## config.mk

```make
export PLATFORM = sky130hd
export DESIGN_NAME = instr_fetch
export DESIGN_NICKNAME = d
export VERILOG_FILES = /design/src/rtl/instr_fetch.sv
export SDC_FILE = /design/constraint.sdc
export NUM_CORES = 1
export LEC_CHECK = 0
export CORE_MARGIN = 5
export CORE_UTILIZATION = 42
export DETAILED_ROUTE_END_ITERATION = 6
export PLACE_DENSITY = 0.9
export SLEW_MARGIN = 10
export SYNTH_ARGS = -nofsm -noshare
export SYNTH_HDL_FRONTEND = slang
export SYNTH_SLANG_ARGS = --single-unit
```

## constraint.sdc

```tcl
create_clock -name clk -period 3.3 [get_ports clk]
set_input_delay 0.495 -clock clk [delete_from_list [all_inputs] [get_ports clk]]
set_output_delay 0.495 -clock clk [all_outputs]
set_load 0.05 [all_outputs]
```

## src/rtl/instr_fetch.sv

```systemverilog
// Instruction fetch stage: owns the PC, issues one instruction-memory request at a
// time, holds the fetched word for decode and selects the next PC on consume.
module instr_fetch #(
  parameter logic [31:0] RESET_PC = 32'h0000_0000
) (
  input  logic        clk,
  input  logic        rst_n,
  output logic        imem_req,
  output logic [31:0] imem_addr,
  input  logic        imem_ready,
  input  logic [31:0] imem_rdata,
  input  logic        stall,
  output logic [31:0] instr,
  output logic [5:0]  op,
  output logic        instr_valid,
  output logic [31:0] pc,
  output logic [31:0] pc_plus4,
  input  logic        jump,
  input  logic        branch,
  input  logic        zero,
  input  logic [31:0] imm_ext,
  output logic [31:0] retired
);

  typedef enum logic [1:0] {IDLE, FETCH, DECODE} state_t;

  state_t      r_state;
  logic [31:0] r_pc;
  logic [31:0] r_instr;
  logic        r_instr_valid;
  logic        r_imem_req;
  logic [31:0] r_retired;
  logic [31:0] w_pc_plus4;
  logic [31:0] w_next_pc;

  assign w_pc_plus4 = r_pc + 32'd4;

  // Jump beats a taken branch; branch offset is a word offset, wrap is silent.
  always_comb begin
    w_next_pc = w_pc_plus4;
    if (jump)
      w_next_pc = {w_pc_plus4[31:28], r_instr[25:0], 2'b00};
    else if (branch && zero)
      w_next_pc = w_pc_plus4 + {imm_ext[29:0], 2'b00};
  end

  always_ff @(posedge clk or negedge rst_n) begin
    if (!rst_n) begin
      r_state       <= IDLE;
      r_pc          <= RESET_PC;
      r_instr       <= 32'd0;
      r_instr_valid <= 1'b0;
      r_imem_req    <= 1'b0;
      r_retired     <= 32'd0;
    end else begin
      case (r_state)
        IDLE: begin
          r_state    <= FETCH;
          r_imem_req <= 1'b1;
        end
        FETCH: begin
          if (imem_ready) begin
            r_instr       <= imem_rdata;
            r_instr_valid <= 1'b1;
            r_imem_req    <= 1'b0;
            r_state       <= DECODE;
          end
        end
        DECODE: begin
          if (!stall) begin
            r_pc          <= w_next_pc;
            r_instr_valid <= 1'b0;
            r_retired     <= r_retired + 32'd1;
            r_imem_req    <= 1'b1;
            r_state       <= FETCH;
          end
        end
        default: begin
          r_state    <= IDLE;
          r_imem_req <= 1'b0;
        end
      endcase
    end
  end

  assign imem_req    = r_imem_req;
  assign imem_addr   = r_pc;
  assign instr       = r_instr;
  assign op          = r_instr[31:26];
  assign instr_valid = r_instr_valid;
  assign pc          = r_pc;
  assign pc_plus4    = w_pc_plus4;
  assign retired     = r_retired;

endmodule

```

==> impl_metrics.json, run 1 <==
{
  "fp.dieW_um": 137,
  "cts_sinks": 97,
  "grt_pass1_wl_mm": 38.7,
  "power_per_cell_area_nw_per_um2": 1120,
  "hpwl_mm": 18.9,
  "setup_viol": 8,
  "crit_required_ns": 3.52,
  "clk_pin_slew_ns": 0.07,
  "synth_area_um2": 6750,
  "drc_errors": 0,
  "vdd_drop_max_mv": 0.630,
  "timing.fmax_mhz": 289,
  "root_buffer": "clkbuf_16",
  "stdcell_count": 1298,
  "gr-total-overflow": 0,
  "cts_tree": "done",
  "fillers": 1054,
  "max_slew.worst_pin.slew_ns": 0.963,
  "fin_ws_ns": -0.163,
  "leakage_uw": 0.00496,
  "hold-worst-slack_ns": 0.308,
  "vias": 7169,
  "grt_usage": 0.264,
  "finalMaxSlewViolations": 0,
  "num_io_pins": 239,
  "gp_congestion": 0.901,
  "period_share": 1.05,
  "failed_checks": "negative setup slack",
  "clk_path_buf_depth": 2,
  "io_buffers": 230,
  "dieArea_um2": 18700,
  "cp-endpoint": "imem_addr[29]$_DFFE_PN0P_",
  "multiInputGateArea_um2": 4720,
  "hold_viol": 0,
  "yosys_warnings": 0,
  "clock_skew_ns": 0.0105,
  "slew_headroom": 0.358,
  "cp-start-kind": "register",
  "crit_fanout": 4,
  "wl_per_cell_um": 19.6,
  "core_region_area_um2": 15800,
  "cts_hold_buf": 0,
  "drive_above_1_share": 0.312,
  "synth_edf_count": 0,
  "grt_max_degree": 77,
  "synth.avg_cell_area_um2": 9.01,
  "grt_pass1_vias": 7324,
  "cpPeakStageDelay_ns": 0.42,
  "hp-class": "in2async",
  "ys.flop_type": "dfrtp_1",
  "dieHeight_um": 137,
  "fin_nets": 1185,
  "area_growth_pct": 66.7,
  "antenna_found_initial": 1,
  "outcome": "finished with violations",
  "worstReg2RegStart": "imem_addr[2]$_DFFE_PN0P_",
  "drt_iter0_markers": 492,
  "period_needed_ns": 3.46,
  "synth_seq_cells": 97,
  "r2r_slack_ns": -0.16,
  "worst_setup_path_end_kind": "register",
  "cap_viol_max_count": 0,
  "final_util": 0.711,
  "clk_latency_ns": 0.34,
  "crit_type": "reg2reg",
  "vias_per_cell": 5.52,
  "async_flop_share": 1.00,
  "crit_arrival_ns": 3.68,
  "num_rows": 46,
  "htree_levels": 3,
  "cts_inserted_buffers": 9,
  "register_area_um2": 2440,
  "startpoint": "imem_addr[2]$_DFFE_PN0P_",
  "routed_wl_mm": 25.5,
  "post-place-ws_ns": -0.336,
  "ant_nets": 0,
  "power.total_uw": 12600,
  "start_util": 0.427,
  "first_pass_iters": 7,
  "crit_slowest_cell": "dfrtp_2",
  "timing.rr.end": "imem_addr[29]$_DFFE_PN0P_",
  "seq_area_frac_synth": 0.359,
  "path_cells": "ha_4 > and4_4 > nand4_1 > nor2_2 > and3_4 > nand2_2 > xnor2_4 > ha_4 > a21oi_4 > o21bai_1 > a21o_1 > a21o_1 > a21oi_1 > o21ai_1 > a211oi_2 > mux2i_1 > nand3_1",
  "rsz0062_at_grt": "yes",
  "synthCells": 750,
  "dp.cells": 1266,
  "synthDistinctLibCells": 58,
  "reg2reg_depth": 17
}
timing repair:
action | 4_1_cts | 5_1_grt
pin swaps | 33 | 25
buffers inserted | 12 | 3
setup endpoints to repair | 13 | 15
resized for setup | 54 | 37
worst max-delay path: cells and delay by family (launching register included):
family          cells  cell delay [ns]
xor+xnor            1             0.19
compound gates      7             1.08
fa+ha+maj           2             0.39
flops               1             0.42
simple gates        6             0.99
mux                 1             0.28
where the power goes:
part           total, uW  leakage, uW  internal (uW)  switching [uW]
combinational       9510      0.00362           3820            5690
sequential          2060      0.00120           1600             451
clock               1030     0.000144            564             467
cell families after synthesis:
group,count (synthesis),share of synthesized area
AND/OR/NAND/NOR,254,0.178
AO/OA/AOI/OAI,163,0.152
flip-flops,97,0.359
XOR/XNOR,81,0.106
buffers and inverters,76,0.0665
multiplexers,40,0.0652
adder cells (fa/ha/maj),38,0.0715
other,1,0.000555
through the flow:
stage | cell area (um^2) | setup TNS [ns]
6_report | 11300 | -0.713
5_1_grt | 11300 | -2.87
4_1_cts | 11100 | -0.238
3_5_place_dp | 10400 | -1.92
3_3_place_gp | 10400 | -1.11
2_1_floorplan | 7200 | -4.77
worst min-delay path by stage:
stage / startpoint / to / slack [ns] / cells past startpoint
after floorplan: rst_n / imem_addr[10]$_DFFE_PN0P_ / 0.20 / 0
after global placement: retired[31]$_DFFE_PN0P_ / retired[31]$_DFFE_PN0P_ / 0.46 / 1
after detailed placement: retired[31]$_DFFE_PN0P_ / retired[31]$_DFFE_PN0P_ / 0.46 / 1
after CTS: rst_n / instr[6]$_DFFE_PN0P_ / 0.35 / 1
after global routing: rst_n / instr[6]$_DFFE_PN0P_ / 0.40 / 1
final: rst_n / instr[6]$_DFFE_PN0P_ / 0.31 / 1
area by class of cell:
cell class,instances,area share
inverter,9,0.00300
antenna,1,0.000222
clock inverter,5,0.00378
clock buffer,11,0.0225
sequential,97,0.217
multi-input combinational,582,0.420
tap,216,0.0240
timing repair buffer,377,0.310
flip-flops by register name (all words and copies together), names as in the netlist:
| name | flops |
|---|---|
| imem_req | 1 |
| retired | 32 |
| instr | 32 |
| imem_addr | 30 |
| instr_valid | 1 |
| r_state | 1 |
cells in the final DEF, fill, tap and decap left out, types with 5 or more instances in the layout:
master           count
buf_4              152
inv_1                9
xnor2_2              8
nor2b_1              7
nand4_1             11
ha_4                14
and3_1              17
a21o_1              17
dfrtp_1             85
xor2_1              18
a21oi_1             33
a21oi_2             14
o21ai_1              9
mux2_2              32
xnor2_1             39
clkbuf_16            9
nor3_1               9
ha_1                23
buf_12               9
and3_4               5
xor2_4               5
o21ai_0             25
conb_1               6
nand3_2              6
xnor2_4              7
nand2b_1             5
a211oi_2             6
nand2_1             79
nor2_1              58
a31oi_1              5
clkdlybuf4s50_1    212
mux2i_1              8
a211oi_1            11
dfrtp_2             12
nand3_1             20
synthesized netlist by cell type (3+ instances only):
library cell  instances  share of area
dfrtp_1              97           0.36
nand2_1              84          0.047
nor2_1               64          0.036
xnor2_1              54          0.070
a21oi_1              50          0.037
buf_4                43          0.048
ha_1                 37          0.069
o21ai_0              33          0.024
mux2_2               32          0.053
nand3_1              27          0.020
xor2_1               26          0.034
and3_1               22          0.020
clkbuf_1             20          0.011
a211oi_1             17          0.019
a21o_1               17          0.019
nand4_1              11          0.010
nor3_1               11         0.0082
inv_1                 9         0.0050
mux2i_1               8          0.012
nor2b_1               8         0.0074
o31ai_1               7         0.0078
and2_1                6         0.0056
a31oi_1               5         0.0046
nand2b_1              5         0.0046
o21ai_1               4         0.0030
o22ai_1               4         0.0037
nand3b_1              3         0.0033
o211ai_1              3         0.0033
o21a_1                3         0.0033
per-layer routing:
| layer | share of wire | track usage | vias up |
|---|---|---|---|
| met4 | 0.035 | 0.0909 | 0 |
| li1 | - | - | 3266 |
| met3 | 0.076 | 0.0621 | 73 |
| met5 | 0 | 0 | - |
| met1 | 0.38 | 0.322 | 3470 |
| met2 | 0.51 | 0.458 | 360 |
(Power assumes the default switching activity.)
==> run 2, diff against run 1 <==
--- a/config.mk
+++ b/config.mk
@@ -6,9 +6,9 @@
 export NUM_CORES = 1
 export LEC_CHECK = 0
 export CORE_MARGIN = 5
-export CORE_UTILIZATION = 42
+export CORE_UTILIZATION = 46
 export DETAILED_ROUTE_END_ITERATION = 6
-export PLACE_DENSITY = 0.9
+export PLACE_DENSITY = 0.93
 export SLEW_MARGIN = 10
 export SYNTH_ARGS = -nofsm -noshare
 export SYNTH_HDL_FRONTEND = slang
==> constraint.sdc (replaced) <==
create_clock -name clk -period 3.22 [get_ports clk]
set_input_delay 0.483 -clock clk [delete_from_list [all_inputs] [get_ports clk]]
set_output_delay 0.483 -clock clk [all_outputs]
set_load 0.05 [all_outputs]
==> run 2 against run 1 <==
- the run ends with design-rule violations, negative setup slack left
- fmax down 9.5%
- global-route usage up 3.5 points
- non-clock buffer count up 14
- clock skew about the same
- critical path depth unchanged
- worst setup slack worse by 0.44 ns
- core utilization up 9.2 points
- die area down 8.1%
- first-iteration DRC count up 67%
- sequential power up 2%
- clock-buffer cell count down 2
- critical path type unchanged
- largest power group unchanged
==> impl_metrics.json, run 2 (same netlist as run 1, synthesis figures left out) <==
{
  "rsz0062_at_grt": "yes",
  "r2r_slack_ns": -0.61,
  "outcome": "finished with violations",
  "htree_levels": 3,
  "clock_skew_ns": 0.0110,
  "cts_sinks": 97,
  "crit_arrival_ns": 4.08,
  "vias": 7776,
  "switchingPower_uw": 7320,
  "cts_hold_buf": 0,
  "stdcell_count": 1279,
  "placed_area_um2": 10400,
  "dp.cells": 1239,
  "hp-class": "in2async",
  "drt_iter0_markers": 820,
  "use_met3": 0.0807,
  "cts_tree": "done",
  "hpwl_mm": 19.1,
  "wl_per_cell_um": 23.5,
  "num_rows": 44,
  "dieHeight_um": 131,
  "core_region_area_um2": 14500,
  "n_antenna_cell": 0,
  "timing.fmax_mhz": 261,
  "setup_viol": 15,
  "root_buffer": "clkbuf_16",
  "final_util": 0.803,
  "period_needed_ns": 3.83,
  "clk_pin_slew_ns": 0.07,
  "power_frac_seq": 0.153,
  "slew_headroom": 0.285,
  "fin_ws_ns": -0.606,
  "final_common_cell": "clkdlybuf4s50_1",
  "vias_per_cell": 6.08,
  "p_int_uw": 6440,
  "clockPowerShare": 0.077,
  "clk_path_buf_depth": 2,
  "crit_fanout": 4,
  "area_growth_pct": 72.1,
  "grt_max_degree": 84,
  "leakage_uw": 0.00514,
  "vdd_drop_max_mv": 0.893,
  "power_per_cell_area_nw_per_um2": 1180,
  "netSwitchingFraction": 0.532,
  "finalMaxSlewViolations": 0,
  "path_cells": "ha_4 > and4_4 > nand4_1 > nor2_2 > and3_4 > nand2_4 > xnor2_4 > ha_4 > a21oi_4 > o21ai_4 > or3_4 > buf_4 > nor2_1 > o31ai_2 > xor2_1 > nor2_1 > o31ai_2",
  "power.total_uw": 13800,
  "cp_num_buf_inv": 1,
  "layout_common_cells": "clkdlybuf4s50_1 (211), buf_4 (161), dfrtp_1 (85)",
  "grt_pass1_wl_mm": 42.4,
  "ant_nets": 0,
  "hold-worst-slack_ns": 0.340,
  "gp_congestion": 0.928,
  "drc_errors": 1,
  "num_io_pins": 239,
  "cp-start-kind": "register",
  "fp.dieW_um": 131,
  "crit_required_ns": 3.47,
  "fin_nets": 1199,
  "grt-busiest-layer": "met2",
  "gr-total-overflow": 0,
  "grt_pass1_vias": 7837,
  "start_util": 0.466,
  "dieArea_um2": 17200,
  "crit_family": "simple AND/OR/NAND/NOR gates",
  "max_slew.worst_pin.slew_ns": 1.07,
  "io_buffers": 230,
  "first_pass_iters": 7,
  "fin_area_um2": 11600,
  "cap_viol_max_count": 0,
  "period_share": 1.19,
  "drive_above_1_share": 0.351,
  "grt_usage": 0.299,
  "crit_slowest_cell": "dfrtp_2",
  "failed_checks": "design-rule violations, negative setup slack",
  "cts_inserted_buffers": 9,
  "hold_viol": 0,
  "grt_use_met1": 0.350,
  "clk_latency_ns": 0.34,
  "grt_use_met2": 0.510,
  "routed_wl_mm": 30.0,
  "crit_type": "reg2reg",
  "antenna_found_initial": 0,
  "cpPeakStageDelay_ns": 0.39,
  "comb_power_share": 0.770,
  "worst_setup_path_end_kind": "register"
}
-- run 2: cell types whose count changed in the layout (fill, tap and decap cells not counted), moves of 4 or more --
| cell | change |
|---|---|
| a21oi_2 | +8 |
| a21oi_1 | -9 |
| nand2_1 | -5 |
| buf_4 | +9 |
| xnor2_1 | -5 |
| xnor2_2 | +4 |
-- run 2: cell type report --
class | instances | area (um^2)
flip-flops and latches | 97 | 2440
well taps | 184 | 230
clock buffers | 9 | 225
multi-input cells | 582 | 4980
repair buffers | 391 | 3640
fillers | 777 | 2860
clock inverters | 7 | 67.6
inverters | 9 | 33.8
-- run 2: per-layer routing --
layer / share of wire / wire (um) / up-vias
met2: 0.48 / 14500 / 624
met4: 0.068 / 2040 / 0
met5: 0 / 0 / -
met3: 0.096 / 2880 / 197
met1: 0.35 / 10600 / 3674
li1: - / - / 3281
-- run 2: what timing repair did --
action                     in CTS  in global routing
pin swaps                      46                 41
resized for setup              79                 57
setup endpoints to repair      15                 20
buffers inserted               14                 13
-- run 2: worst reg2reg max path, stage by stage, from the launching register on --
cell	delay (ns)
dfrtp_2	0.39
ha_4	0.13
and4_4	0.22
nand4_1	0.20
nor2_2	0.27
and3_4	0.28
nand2_4	0.08
xnor2_4	0.23
ha_4	0.27
a21oi_4	0.17
o21ai_4	0.11
or3_4	0.38
buf_4	0.15
nor2_1	0.15
o31ai_2	0.10
xor2_1	0.25
nor2_1	0.12
o31ai_2	0.23
-- run 2: worst paths after layout --
check                      cells after the start                         to                     start
max                                           17  imem_addr[27]$_DFFE_PN0P_  imem_addr[2]$_DFFE_PN0P_
min                                            1       instr[4]$_DFFE_PN0P_                     rst_n
max reg2reg                                   17  imem_addr[27]$_DFFE_PN0P_  imem_addr[2]$_DFFE_PN0P_
min reg2reg                                    1    retired[31]$_DFFE_PN0P_   retired[31]$_DFFE_PN0P_
max in group asynchronous                      1  imem_addr[11]$_DFFE_PN0P_                     rst_n
min in group clk                               1    retired[31]$_DFFE_PN0P_   retired[31]$_DFFE_PN0P_
-- run 2: metrics by stage --
stage               TNS, ns  worst slack, ns
global placement      -1.72           -0.246
finish                -5.05           -0.606
CTS                   -1.22           -0.219
detailed placement    -4.10           -0.402
global route          -6.59           -0.672
floorplan             -6.32           -0.569
-- run 2: power by group through the flow --
stage                     combinational, uW  sequential (uW)  clock, uW
final                                 10600             2110       1060
after detailed placement               9160             2090          0
after global placement                 8920             2050          0
after CTS                              9740             2080       1070
after floorplan                        4280             3590          0
after global routing                  11000             2140       1120
